==> src/rtl/bitsim_pkg.sv <==
// Shared types and constants for the bitmask scheduler: operand width,
// position index width, scheduler states and a position-to-mask helper.
package bitsim_pkg;

    localparam int PKG_W  = 8;
    localparam int PKG_IW = 3;

    typedef enum logic {
        IDLE = 1'b0,
        BUSY = 1'b1
    } state_t;

    // One-hot mask of the bit that an MSB-first position refers to
    // (position 0 is bit PKG_W-1, position PKG_W-1 is bit 0).
    function automatic logic [PKG_W-1:0] pos_to_onehot(input logic [PKG_IW-1:0] pos);
        logic [PKG_W-1:0] msb_only;
        msb_only = {1'b1, {(PKG_W-1){1'b0}}};
        return msb_only >> pos;
    endfunction

endpackage

==> src/rtl/bitmask_scheduler_pencoder.sv <==
// Combinational MSB-first priority encoder: reports the index of the highest
// set bit (bit7 -> 0, bit0 -> 7) and flags an all-zero mask.
module pencoder_8to3
    import bitsim_pkg::*;
(
    input  logic [PKG_W-1:0]  mask,
    output logic [PKG_IW-1:0] pos,
    output logic              is_zero
);

    // Scan from bit 0 upward so the highest set bit is the last one to win.
    always_comb begin
        pos     = '0;
        is_zero = (mask == '0);
        for (int i = 0; i < PKG_W; i++) begin
            if (mask[i]) begin
                pos = PKG_IW'(PKG_W - 1 - i);
            end
        end
    end

endmodule

==> src/rtl/bitmask_scheduler.sv <==
// Bitmask scheduler: accepts an operand bitmask and emits one beat per set bit,
// MSB first, with a single out_zero beat for an all-zero operand. The last beat
// of one operand can overlap acceptance of the next, giving zero-bubble streaming.
module bitmask_scheduler
    import bitsim_pkg::*;
#(
    parameter int W  = PKG_W,
    parameter int IW = PKG_IW
) (
    input  logic          clk,
    input  logic          reset,
    input  logic          in_valid,
    output logic          in_ready,
    input  logic [W-1:0]  in_bitmask,
    output logic          out_valid,
    input  logic          out_ready,
    output logic [IW-1:0] out_pos,
    output logic          out_last,
    output logic          out_zero
);

    state_t         state_q, state_d;
    logic [W-1:0]   residue_q, residue_d;

    logic [IW-1:0]  enc_pos;
    logic           enc_zero;
    logic           busy;
    logic           at_most_one;
    logic           in_fire;
    logic           out_fire;

    pencoder_8to3 u_pencoder (
        .mask    (residue_q),
        .pos     (enc_pos),
        .is_zero (enc_zero)
    );

    // Decode handshake and beat outputs purely from state and residue.
    always_comb begin
        busy        = (state_q == BUSY);
        at_most_one = ((residue_q & (residue_q - W'(1))) == '0);
        out_valid   = busy;
        out_pos     = busy ? enc_pos : '0;
        out_last    = busy && at_most_one;
        out_zero    = busy && enc_zero;
        // in_ready must stay low throughout reset even though state is already IDLE.
        in_ready    = !reset && (!busy || (out_valid && out_last && out_ready));
        in_fire     = in_valid && in_ready;
        out_fire    = out_valid && out_ready;
    end

    // Next state: a new operand always wins (covers back-to-back on the last beat);
    // otherwise retire the reported bit or fall back to IDLE after the last beat.
    always_comb begin
        state_d   = state_q;
        residue_d = residue_q;
        if (in_fire) begin
            state_d   = BUSY;
            residue_d = in_bitmask;
        end else if (out_fire && out_last) begin
            state_d   = IDLE;
            residue_d = '0;
        end else if (out_fire) begin
            residue_d = residue_q & ~pos_to_onehot(enc_pos);
        end
    end

    // State and residue are the only storage; reset discards any partial operand.
    always_ff @(posedge clk or posedge reset) begin
        if (reset) begin
            state_q   <= IDLE;
            residue_q <= '0;
        end else begin
            state_q   <= state_d;
            residue_q <= residue_d;
        end
    end

endmodule

==> config.mk <==
export PLATFORM = sky130hd
export DESIGN_NAME = bitmask_scheduler
export DESIGN_NICKNAME = d
export VERILOG_FILES = /design/src/rtl/bitsim_pkg.sv /design/src/rtl/bitmask_scheduler_pencoder.sv /design/src/rtl/bitmask_scheduler.sv
export SDC_FILE = /design/constraint.sdc
export NUM_CORES = 1
export LEC_CHECK = 0
export CORE_AREA = 3 3 52 54
export DETAILED_ROUTE_END_ITERATION = 7
export DIE_AREA = 0 0 55 57
export PLACE_DENSITY = 0.63
export SKIP_CTS_REPAIR_TIMING = 1
export SYNTH_ARGS = -nofsm -noshare
export SYNTH_HDL_FRONTEND = slang
export SYNTH_SLANG_ARGS = --single-unit
==> constraint.sdc <==
create_clock -name clk -period 4.04 [get_ports clk]
set_input_delay 1.01 -clock clk [delete_from_list [all_inputs] [get_ports clk]]
set_output_delay 1.01 -clock clk [all_outputs]
set_load 0.05 [all_outputs]
==> impl_metrics.yaml <==
cells_and_area:
  area_growth_pct: 29.8
  area.sequential_um2: 225
  antenna_cells: 0
  multi_input_area_um2: 508
  final_nets: 131
  drive_above_1_share: 0.136
  fill_cells: 236
die:
  fp.dieW_um: 55
  die_h_um: 57
  die-area_mm2: 0.00314
  initial_utilization: 0.347
  num_rows: 17
  io_pins: 19
  coreArea_mm2: 0.00225
power_and_ir_drop:
  p_per_area_mw_per_mm2: 872
  irDropWorstVdd_mv: 0.399
  leakagePower_nw: 0.399
yosys:
  synth.cell_area_um2: 782
  avgSynthCellArea_um2: 7.82
  ys_seq_elements: 9
  synth_warnings: 0
  syn-num-nets: 112
  synth_edf_count: 0
  seq_area_frac_synth: 0.288
  syn_inst: 100
  synth-main-ff-cell: "dfrtp_1"
  synth_cell_type_count: 41
  async_reset_ff_frac: 1.00
sta:
  final.setup_skew_ns: 0.00164
  min_period_ns: 3.71
  tns_ns: 0
  grt_setup_unrepaired: "false"
  setup_viol: 0
  fmax_ghz: 0.269
  worst_pin_slew_ns: 0.511
  finalHoldViolCount: 0
  post-route-period-util: 0.919
  layout_setup_ws_ns: 0.327
  slew_viol_final: 0
  slew_headroom: 0.656
place:
  dp_hpwl_mm: 1.55
  dp_worst_setup_slack_ns: 0.592
  gp_congestion: 0.831
  numPortBuffers: 18
global_route:
  grt_pass1_vias: 781
  grt_max_degree: 17
  grt-ovfl-total: 0
  grt_use_total: 0.139
  antenna_found_initial: 0
  grt_first_pass_wirelength_mm: 3.35
clock_tree:
  clockBufferDepth: 2
  clock-root-buffer: "clkbuf_4"
  clkTransAtPathRegs_ns: 0.06
  cts_tree: "yes"
  cts_buffers: 3
  htree_levels: 1
  cts.sinks: 9
  clk-insertion-delay-late_ns: 0.26
setup_path:
  worst-path-max-fanout: 7
  critPathLaunchType: "flip-flop"
  crit_type: "flip-flop to primary output"
  cp-end-kind: "primary output"
  critPathTopFamily: "buffers and inverters"
  crit_cells: 5
  crit_arrival_ns: 2.70
  timing.critical_path.buf_inv: 1
  crit_slowest_cell: "clkdlybuf4s50_1"
  ff2ff_path_depth: 4
  slowest_delay_ns: 0.79
  path_cells: "or4_4 -> maj3_2 -> o22ai_1 -> and4_1 -> clkdlybuf4s50_1"
  crit_required_ns: 3.03
route:
  drcViolationCount: 0
  avgRoutedWirePerCell_um: 13.5
  first_iter_violations: 24
  drtPass1Iterations: 4
  routed_wl_mm: 1.97
  vias_per_cell: 5.43
  num_vias: 793
  drtAntennaViolNets: 0
worst_hold_path:
  hp-class: "flip-flop to flip-flop"
  hold_depth: 2
run:
  cap_violations: 0
run_status:
  status: "finished, final reports clean"
## worst reg2reg max path, delay by kind of cell, from the launching register on
family | cells | cell delay (ns)
AO/OA/AOI/OAI | 2 | 0.34
flip-flops | 1 | 0.43
AND/OR/NAND/NOR | 2 | 0.92
## through the flow
step	hold slack (ns)	total power [W]	instances	util	cell area (um2)
after floorplan	0.590	0.000646	100	-	782
after global placement	0.642	0.000811	142	0.438	988
after detailed placement	0.649	0.000817	142	0.438	988
after CTS	0.657	0.000890	146	0.450	1010
after global routing	0.712	0.000953	146	0.450	1010
final	0.651	0.000884	146	0.450	1010
## power breakdown
group          total (W)  switching [W]  internal (W)
logic           0.000611       0.000370      0.000241
registers       0.000203      0.0000761      0.000127
clock network  0.0000706      0.0000324     0.0000381
total           0.000884       0.000478      0.000406
## synthesized netlist by cell type, types with 2 or more instances
| cell type | count | area share |
|---|---|---|
| dfrtp_1 | 9 | 0.29 |
| nand2_1 | 9 | 0.043 |
| a21oi_1 | 8 | 0.051 |
| nand3_1 | 8 | 0.051 |
| nor2_1 | 7 | 0.034 |
| inv_1 | 5 | 0.024 |
| o211ai_1 | 5 | 0.048 |
| clkbuf_1 | 4 | 0.019 |
| and2_1 | 3 | 0.024 |
| o21ai_0 | 3 | 0.019 |
| a31oi_1 | 2 | 0.016 |
| and3_1 | 2 | 0.016 |
| and4_1 | 2 | 0.022 |
| nand2b_1 | 2 | 0.016 |
| nor2b_1 | 2 | 0.016 |
| o21a_1 | 2 | 0.019 |
| o21ai_1 | 2 | 0.013 |
| or3_1 | 2 | 0.016 |
## metal layers
layer / vias up / global-route usage / part of all wire
met2: 21 / 0.213 / 0.47
met5: - / 0 / 0
met1: 360 / 0.193 / 0.46
met3: 2 / 0.0235 / 0.062
li1: 410 / - / -
met4: 0 / 0.0521 / 0.0025
## path summary, 6_finish.rpt
kind | start | to | slack, ns
setup reg to reg | residue_q[1]$_DFFE_PP0P_ | out_valid$_DFFE_PP0P_ | 2.24
hold / removal | residue_q[0]$_DFFE_PP0P_ | residue_q[0]$_DFFE_PP0P_ | 0.65
min in group asynchronous | reset | residue_q[5]$_DFFE_PP0P_ | 1.09
max in group asynchronous | reset | residue_q[0]$_DFFE_PP0P_ | 2.69
setup / recovery | residue_q[1]$_DFFE_PP0P_ | out_last | 0.33
hold reg to reg | residue_q[0]$_DFFE_PP0P_ | residue_q[0]$_DFFE_PP0P_ | 0.65
## cell usage in the layout (no fill, tap or decap), drive strengths merged
cell	Yosys	routed
o311ai	1	1
inv	5	5
nor4	1	1
buf	1	2
maj3	1	1
or2b	1	1
or2	1	1
nand2	9	9
a211oi	2	2
and3	2	2
o311a	1	1
and4	2	2
clkdlybuf4s50	0	17
o211ai	5	5
clkbuf	4	4
clkinv	1	1
nor2	7	7
a21o	2	2
nor2b	2	2
a211o	1	1
or4	1	1
nand3	8	8
a311oi	1	1
o21ai	6	6
dfrtp	9	9
and2	3	3
o211a	1	1
o22ai	1	1
a31oi	3	3
and4bb	1	1
or3	3	3
o21a	2	2
o221ai	1	1
nand2b	2	2
a21oi	9	9
## state kept, by name, indices dropped and copies added (netlist names)
| name | cells |
|---|---|
| residue_q | 8 |
| out_valid | 1 |
## final cells by class
class | count | area share
clock buffers | 4 | 0.0259
well taps | 28 | 0.0345
flip-flops and latches | 9 | 0.222
inverters | 6 | 0.0222
repair buffers | 19 | 0.195
multi-input cells | 80 | 0.501
## kinds of logic (layout without fill, tap and decap cells)
kind of cell | after synthesis | count (layout) | share of synthesized area
simple gates | 43 | 43 | 0.304
buf+inv | 11 | 29 | 0.0624
fa+ha+maj | 1 | 1 | 0.0144
flops | 9 | 9 | 0.288
compound gates | 36 | 36 | 0.331
Note: power is estimated with default switching activity, not from simulation.
